`src/rtl/cap_err_inj_sched.sv`:
```
// cap_err_inj_sched: picks which LSU access (CLC/CSC or RV32 ld/st) gets an
// injected CHERI capability fault and which fault type it gets. It owns a
// seedable Galois LFSR and the burst state, flags injections that reached
// the bus untrapped, and keeps saturating injection/failure counters.
//
// Handshake: an access on channel n is present while acc_valid_i[n] is high
// and completes in the cycle acc_done_i[n] is high; inj_active_o[n] is only
// meaningful while acc_valid_i[n] is high, and the fault is applied for
// exactly the cycles it is asserted.
module cap_err_inj_sched #(
   parameter int NCHAN  = 2,
   parameter int RATE_W = 3,
   parameter int CNT_W  = 16,
   parameter int ARM_TO = 1024
) (
   input  logic              clk,
   input  logic              rst_n,
   input  logic              cfg_en_i,
   input  logic [RATE_W-1:0] cfg_rate_i,
   input  logic [4:0]        cfg_type_mask_i,
   input  logic [3:0]        cfg_burst_i,
   input  logic [31:0]       cfg_seed_i,
   input  logic              cfg_seed_ld_i,
   input  logic [NCHAN-1:0]  acc_valid_i,
   input  logic [NCHAN-1:0]  acc_is_cap_i,
   input  logic [NCHAN-1:0]  acc_done_i,
   input  logic              in_isr_i,
   input  logic              lsu_req_i,
   input  logic              lsu_cheri_err_i,
   input  logic              skip_chk_i,
   output logic [NCHAN-1:0]  inj_active_o,
   output logic [2:0]        inj_type_o,
   output logic [31:0]       inj_seed_o,
   output logic              err_failed_o,
   output logic [CNT_W-1:0]  inj_cnt_o,
   output logic [CNT_W-1:0]  fail_cnt_o,
   output logic [1:0]        dbg_state_o
);

   localparam int CW = (NCHAN > 1) ? $clog2(NCHAN) : 1;
   localparam int AW = (ARM_TO > 1) ? $clog2(ARM_TO) : 1;
   // Right-shifting Galois form of x^32+x^22+x^2+x+1.
   localparam logic [31:0] LFSR_TAPS = 32'h8020_0003;

   typedef enum logic [1:0] {
      S_IDLE   = 2'd0,
      S_ARMED  = 2'd1,
      S_INJECT = 2'd2
   } state_t;

   state_t            state;
   state_t            state_nxt;
   logic [31:0]       lfsr;
   logic [31:0]       lfsr_adv;
   logic [CW-1:0]     chan;
   logic [31:0]       seed_q;
   logic [3:0]        burst_left;
   logic [AW-1:0]     arm_cnt;
   logic [2:0]        inj_type_q;
   logic              fail_seen;
   logic              err_failed_q;
   logic [CNT_W-1:0]  inj_cnt_q;
   logic [CNT_W-1:0]  fail_cnt_q;

   logic              done_hit;
   logic [CW-1:0]     done_idx;
   logic [7:0]        rate_mask;
   logic              arm_go;
   logic              cls_cap;
   logic [3:0]        ncls;
   logic [2:0]        base;
   logic [3:0]        cand;
   logic              type_ok;
   logic [2:0]        type_sel;
   logic              inj_go;
   logic              arm_expire;
   logic              last_burst;
   logic              inj_done;
   logic              enter_inject;
   logic              fail_hit;

   // LFSR step; a zero seed would lock the register, so it loads as 1.
   always_comb begin
      lfsr_adv = {1'b0, lfsr[31:1]} ^ (lfsr[0] ? LFSR_TAPS : 32'h0);
   end

   // LFSR register: seed load wins over advancing.
   always_ff @(posedge clk or negedge rst_n) begin
      if (!rst_n) begin
         lfsr <= 32'h1;
      end else if (cfg_seed_ld_i) begin
         lfsr <= (cfg_seed_i == 32'h0) ? 32'h1 : cfg_seed_i;
      end else begin
         lfsr <= lfsr_adv;
      end
   end

   // Trigger: lowest completing channel, gated by the rate roll on lfsr[7-rate:0].
   always_comb begin
      done_hit = 1'b0;
      done_idx = '0;
      for (int n = NCHAN - 1; n >= 0; n--) begin
         if (acc_valid_i[n] && acc_done_i[n]) begin
            done_hit = 1'b1;
            done_idx = CW'(n);
         end
      end
      rate_mask = 8'hFF >> cfg_rate_i;
      arm_go    = cfg_en_i && (cfg_rate_i != '0) && done_hit &&
                  ((lfsr[7:0] & rate_mask) == 8'h00);
   end

   // Fault type: seed picks a start point, masked types roll upward within the class.
   always_comb begin
      cls_cap  = acc_is_cap_i[chan];
      ncls     = cls_cap ? 4'd5 : 4'd4;
      base     = cls_cap ? 3'(seed_q[15:0] % 16'd5) : {1'b0, seed_q[1:0]};
      type_ok  = 1'b0;
      type_sel = 3'd0;
      cand     = 4'd0;
      for (int k = 0; k < 5; k++) begin
         if (4'(k) < ncls) begin
            cand = {1'b0, base} + 4'(k);
            if (cand >= ncls) begin
               cand = cand - ncls;
            end
            if (!type_ok && cfg_type_mask_i[cand[2:0]]) begin
               type_ok  = 1'b1;
               type_sel = cand[2:0];
            end
         end
      end
   end

   // Qualifiers shared by the FSM and datapath.
   always_comb begin
      inj_go       = acc_valid_i[chan] && !in_isr_i && type_ok;
      arm_expire   = (arm_cnt == AW'(ARM_TO - 1));
      last_burst   = (burst_left <= 4'd1);
      inj_done     = cfg_en_i && (state == S_INJECT) && acc_done_i[chan];
      enter_inject = (state == S_ARMED) && (state_nxt == S_INJECT);
      fail_hit     = (|inj_active_o) && lsu_req_i && !lsu_cheri_err_i &&
                     !skip_chk_i && !fail_seen;
   end

   // FSM state register.
   always_ff @(posedge clk or negedge rst_n) begin
      if (!rst_n) begin
         state <= S_IDLE;
      end else begin
         state <= state_nxt;
      end
   end

   // FSM next state; disabling the block always returns to IDLE.
   always_comb begin
      state_nxt = state;
      if (!cfg_en_i) begin
         state_nxt = S_IDLE;
      end else begin
         case (state)
            S_IDLE: begin
               if (arm_go) state_nxt = S_ARMED;
            end
            S_ARMED: begin
               if (inj_go)          state_nxt = S_INJECT;
               else if (arm_expire) state_nxt = S_IDLE;
            end
            S_INJECT: begin
               if (acc_done_i[chan]) state_nxt = last_burst ? S_IDLE : S_ARMED;
            end
            default: state_nxt = S_IDLE;
         endcase
      end
   end

   // FSM outputs: fault strobe per channel and the debug state.
   always_comb begin
      for (int n = 0; n < NCHAN; n++) begin
         inj_active_o[n] = cfg_en_i && (state == S_INJECT) && (chan == CW'(n)) &&
                           acc_valid_i[n] && !in_isr_i;
      end
      dbg_state_o = state;
   end

   // Datapath: arm context, burst bookkeeping, type latch, failure detect, counters.
   always_ff @(posedge clk or negedge rst_n) begin
      if (!rst_n) begin
         chan         <= '0;
         seed_q       <= '0;
         burst_left   <= '0;
         arm_cnt      <= '0;
         inj_type_q   <= '0;
         fail_seen    <= 1'b0;
         err_failed_q <= 1'b0;
         inj_cnt_q    <= '0;
         fail_cnt_q   <= '0;
      end else begin
         arm_cnt <= (state == S_ARMED && state_nxt == S_ARMED) ? arm_cnt + 1'b1 : '0;

         if (!cfg_en_i) begin
            burst_left <= '0;
         end else if (state == S_IDLE && arm_go) begin
            chan       <= done_idx;
            seed_q     <= lfsr;
            burst_left <= (cfg_burst_i == 4'd0) ? 4'd1 : cfg_burst_i;
         end else if (inj_done) begin
            burst_left <= burst_left - 4'd1;
            if (!last_burst) seed_q <= lfsr;
         end

         if (enter_inject) begin
            inj_type_q <= type_sel;
            fail_seen  <= 1'b0;
         end else if (fail_hit) begin
            fail_seen  <= 1'b1;
         end

         if (inj_done && inj_cnt_q != '1) inj_cnt_q <= inj_cnt_q + 1'b1;

         err_failed_q <= fail_hit;
         if (fail_hit && fail_cnt_q != '1) fail_cnt_q <= fail_cnt_q + 1'b1;
      end
   end

   assign inj_type_o   = inj_type_q;
   assign inj_seed_o   = seed_q;
   assign err_failed_o = err_failed_q;
   assign inj_cnt_o    = inj_cnt_q;
   assign fail_cnt_o   = fail_cnt_q;

endmodule

```
`config.mk`:
```
export PLATFORM = sky130hd
export DESIGN_NAME = cap_err_inj_sched
export DESIGN_NICKNAME = d
export VERILOG_FILES = /design/src/rtl/cap_err_inj_sched.sv
export SDC_FILE = /design/constraint.sdc
export NUM_CORES = 1
export LEC_CHECK = 0
export ABC_AREA = 0
export CORE_AREA = 4 4 130 132
export DETAILED_ROUTE_END_ITERATION = 6
export DIE_AREA = 0 0 134 136
export PLACE_DENSITY_LB_ADDON = 0.25
export SETUP_SLACK_MARGIN = 0.5
export SKIP_LAST_GASP = 1
export SLEW_MARGIN = 20
export SYNTH_ARGS = -nofsm -noshare
export SYNTH_HDL_FRONTEND = slang
export SYNTH_SLANG_ARGS = --single-unit
export TNS_END_PERCENT = 1
```
`constraint.sdc`:
```
create_clock -name clk -period 14 [get_ports clk]
set_input_delay 2.1 -clock clk [delete_from_list [all_inputs] [get_ports clk]]
set_output_delay 2.1 -clock clk [all_outputs]
set_load 0.03 [all_outputs]
```
==> metrics.cfg <==
[synth]
ys_seq_area_share_pct = 33.82
yosysWarnings = 0
synthTopCellsByArea = dfrtp_1 (34%), mux2_2 (8.4%), xnor2_1 (3.9%)
syn_inst = 962
avgSynthCellArea_um2 = 9.080
yosysMostFrequentCell = dfrtp_1
synth_flop_cell = dfrtp_1
ys_ff_latch = 118
async_flop_share_pct = 100.0
synth_common_cells = dfrtp_1 (117), nand2_1 (71), mux2_2 (65)
syn-cell-area_um2 = 8735
synth_top_area_share_pct = 33.52
synth_area_leader_cell = dfrtp_1
yosysUniqueCellTypes = 106
syn_nets = 1041
synth_edf_count = 0

[clock_tree]
cts_tree = built
cts.sinks = 118
cts_buffers = 17
cts_resized = 0
clk-insertion-delay-late_ns = 0.41
clock-root-buffer = clkbuf_16
hold_buffers = 0
postCtsSetupBuffers = 0
clk_pin_slew_ns = 0.06
h-tree-depth = 4
cts.path.max_buffers = 2

[timing]
max_slew_margin_pct = 33.80
fin_setup_tns_ns = 0
whs_ns = 0.4898
fin_skew_ns = 0.01184
tightest_slew_ns = 0.9929
finalHoldViolCount = 0
fin_crit_sh_pct = 86.18
slew_violations = 0
max_clock_freq_mhz = 82.88
period_minus_slack_ns = 12.07
rsz0062_at_grt = no
setup_viol_count_final = 0

[placed_design]
portBuffers = 129
dpl.hpwl_um = 16630
place.gp.congestion = 0.9505
dp_cells = 1261

[detailed_routing]
drt_iter0_drc = 778
vias = 8196
dr.pass1.iters = 5
drc = 0
routedWlPerCell_um = 18.20
wl_um = 23540
post_drt_via_cell_ratio = 6.339
antenna_left = 0

[critical_path]
cp_slowest_cell = a222oi_1
slowest_delay_ns = 0.87
arrival_ns = 12.35
ff2ff_path_depth = 40
required_ns = 14.29
worstPathMaxFanout = 25
startpoint = inj_seed_o[12]
start_kind = register
end_kind = register
r2r-start = inj_seed_o[12]
worstSetupPathType = register to register
worst_path_most_repeated_cell = ha_1

[cells_and_area]
antenna_cells = 0
final_util_pct = 68.07
layout-drive-gt1-share_pct = 14.21
area_growth_pct = 22.45
finalNonFillerCells = 1293
layout.nets = 1143

[die]
fp.dieH_um = 136
die_x_um = 134
start_util_pct = 55.59
coreArea_um2 = 15710
die_area_um2 = 18220
num_rows = 46
ios = 130

[grt]
grt_pass1_wl_um = 39130
track_usage_pct = 26.08
grt_pass1_vias = 7811
grt_max_degree = 67
grt.overflow.total = 0
antenna_found_initial = 1

[worst_hold_path]
min_path_type = register to register
hold_depth = 1
holdCritStartpoint = fail_cnt_o[13]

[status]
status = complete, no violations

[job]
drv_cap = 0

## path summary, 6_finish.rpt
path                       slack, ns              to
max                             1.93   inj_type_o[1]
min                             0.49  fail_cnt_o[13]
max reg2reg                     1.93   inj_type_o[1]
min reg2reg                     0.49  fail_cnt_o[13]
max in group asynchronous      11.05        lfsr[16]
min in group asynchronous       1.78      arm_cnt[8]
## registers in the layout, indices dropped and copies added (netlist names)
register / count
inj_seed_o: 32
lfsr: 32
fail_cnt_o: 16
inj_cnt_o: 16
arm_cnt: 10
burst_left: 4
inj_type_o: 3
dbg_state_o: 2
chan: 1
err_failed_o: 1
fail_seen: 1
## layout by cell type, fill, tap and decap left out, types with 6 or more instances in the layout
cell	n
nand3_1	45
mux2_2	65
nor4_1	16
nor3_2	9
a221oi_1	8
nor2b_1	9
clkbuf_16	17
and3_1	17
a31oi_1	18
o22ai_1	7
xor2_1	15
a21o_1	9
o21a_1	9
nor2_1	54
a211oi_1	9
nand2b_1	13
ha_1	20
dfrtp_1	117
o31a_1	8
o221ai_1	6
mux2i_1	17
o21ai_0	43
a21oi_1	37
xnor2_1	39
clkdlybuf4s50_1	128
or3_1	11
nand4_1	12
inv_1	41
o211ai_1	9
nor3_1	34
buf_4	6
o31ai_1	9
o21ai_1	8
nand2_1	71
## layout make-up
cell class / instances / area (um2)
Fill cell: 1203 / 5017
Sequential cell: 118 / 2954
Clock buffer: 17 / 425.4
Clock inverter: 15 / 168.9
Multi-Input combinational cell: 747 / 5378
Timing Repair Buffer: 134 / 1326
Inverter: 46 / 172.7
Tap cell: 216 / 270.3
## per-layer routing
| metal | global-route usage (%) | vias up | share of wire (%) |
|---|---|---|---|
| li1 | - | 3830 | - |
| met1 | 34.51 | 3955 | 43 |
| met5 | 0 | - | 0.047 |
| met3 | 7.402 | 42 | 8.5 |
| met4 | 8.114 | 2 | 2.3 |
| met2 | 41.72 | 367 | 47 |
## kinds of logic after synthesis
| logic type | Yosys count | share of synthesized area (%) |
|---|---|---|
| AND/OR/NAND/NOR | 334 | 20.63 |
| AO/OA/AOI/OAI | 253 | 21.43 |
| flip-flops | 118 | 33.82 |
| buffers and inverters | 97 | 4.870 |
| multiplexers | 84 | 10.63 |
| XOR/XNOR | 54 | 5.415 |
| adder cells (fa/ha/maj) | 22 | 3.209 |
## worst max-delay path, delay by kind of cell, from the launching register on
| kind | cells | cell delay [ns] |
|---|---|---|
| adder cells (fa/ha/maj) | 4 | 1.14 |
| AO/OA/AOI/OAI | 18 | 5.64 |
| AND/OR/NAND/NOR | 11 | 2.80 |
| flip-flops | 1 | 0.76 |
| buffers and inverters | 4 | 0.49 |
| multiplexers | 3 | 1.07 |
## metrics by stage
stage               cell area, um2  setup slack (ns)
finish                       10700             1.934
global route                 10700            0.7938
CTS                          10680             2.154
global placement             10080             2.330
floorplan                     8735             4.049
detailed placement           10090             2.195
Power is left out: the tool's default activity adds up to more than one toggle a clock period on the data nets, which glitch-free logic cannot reach.
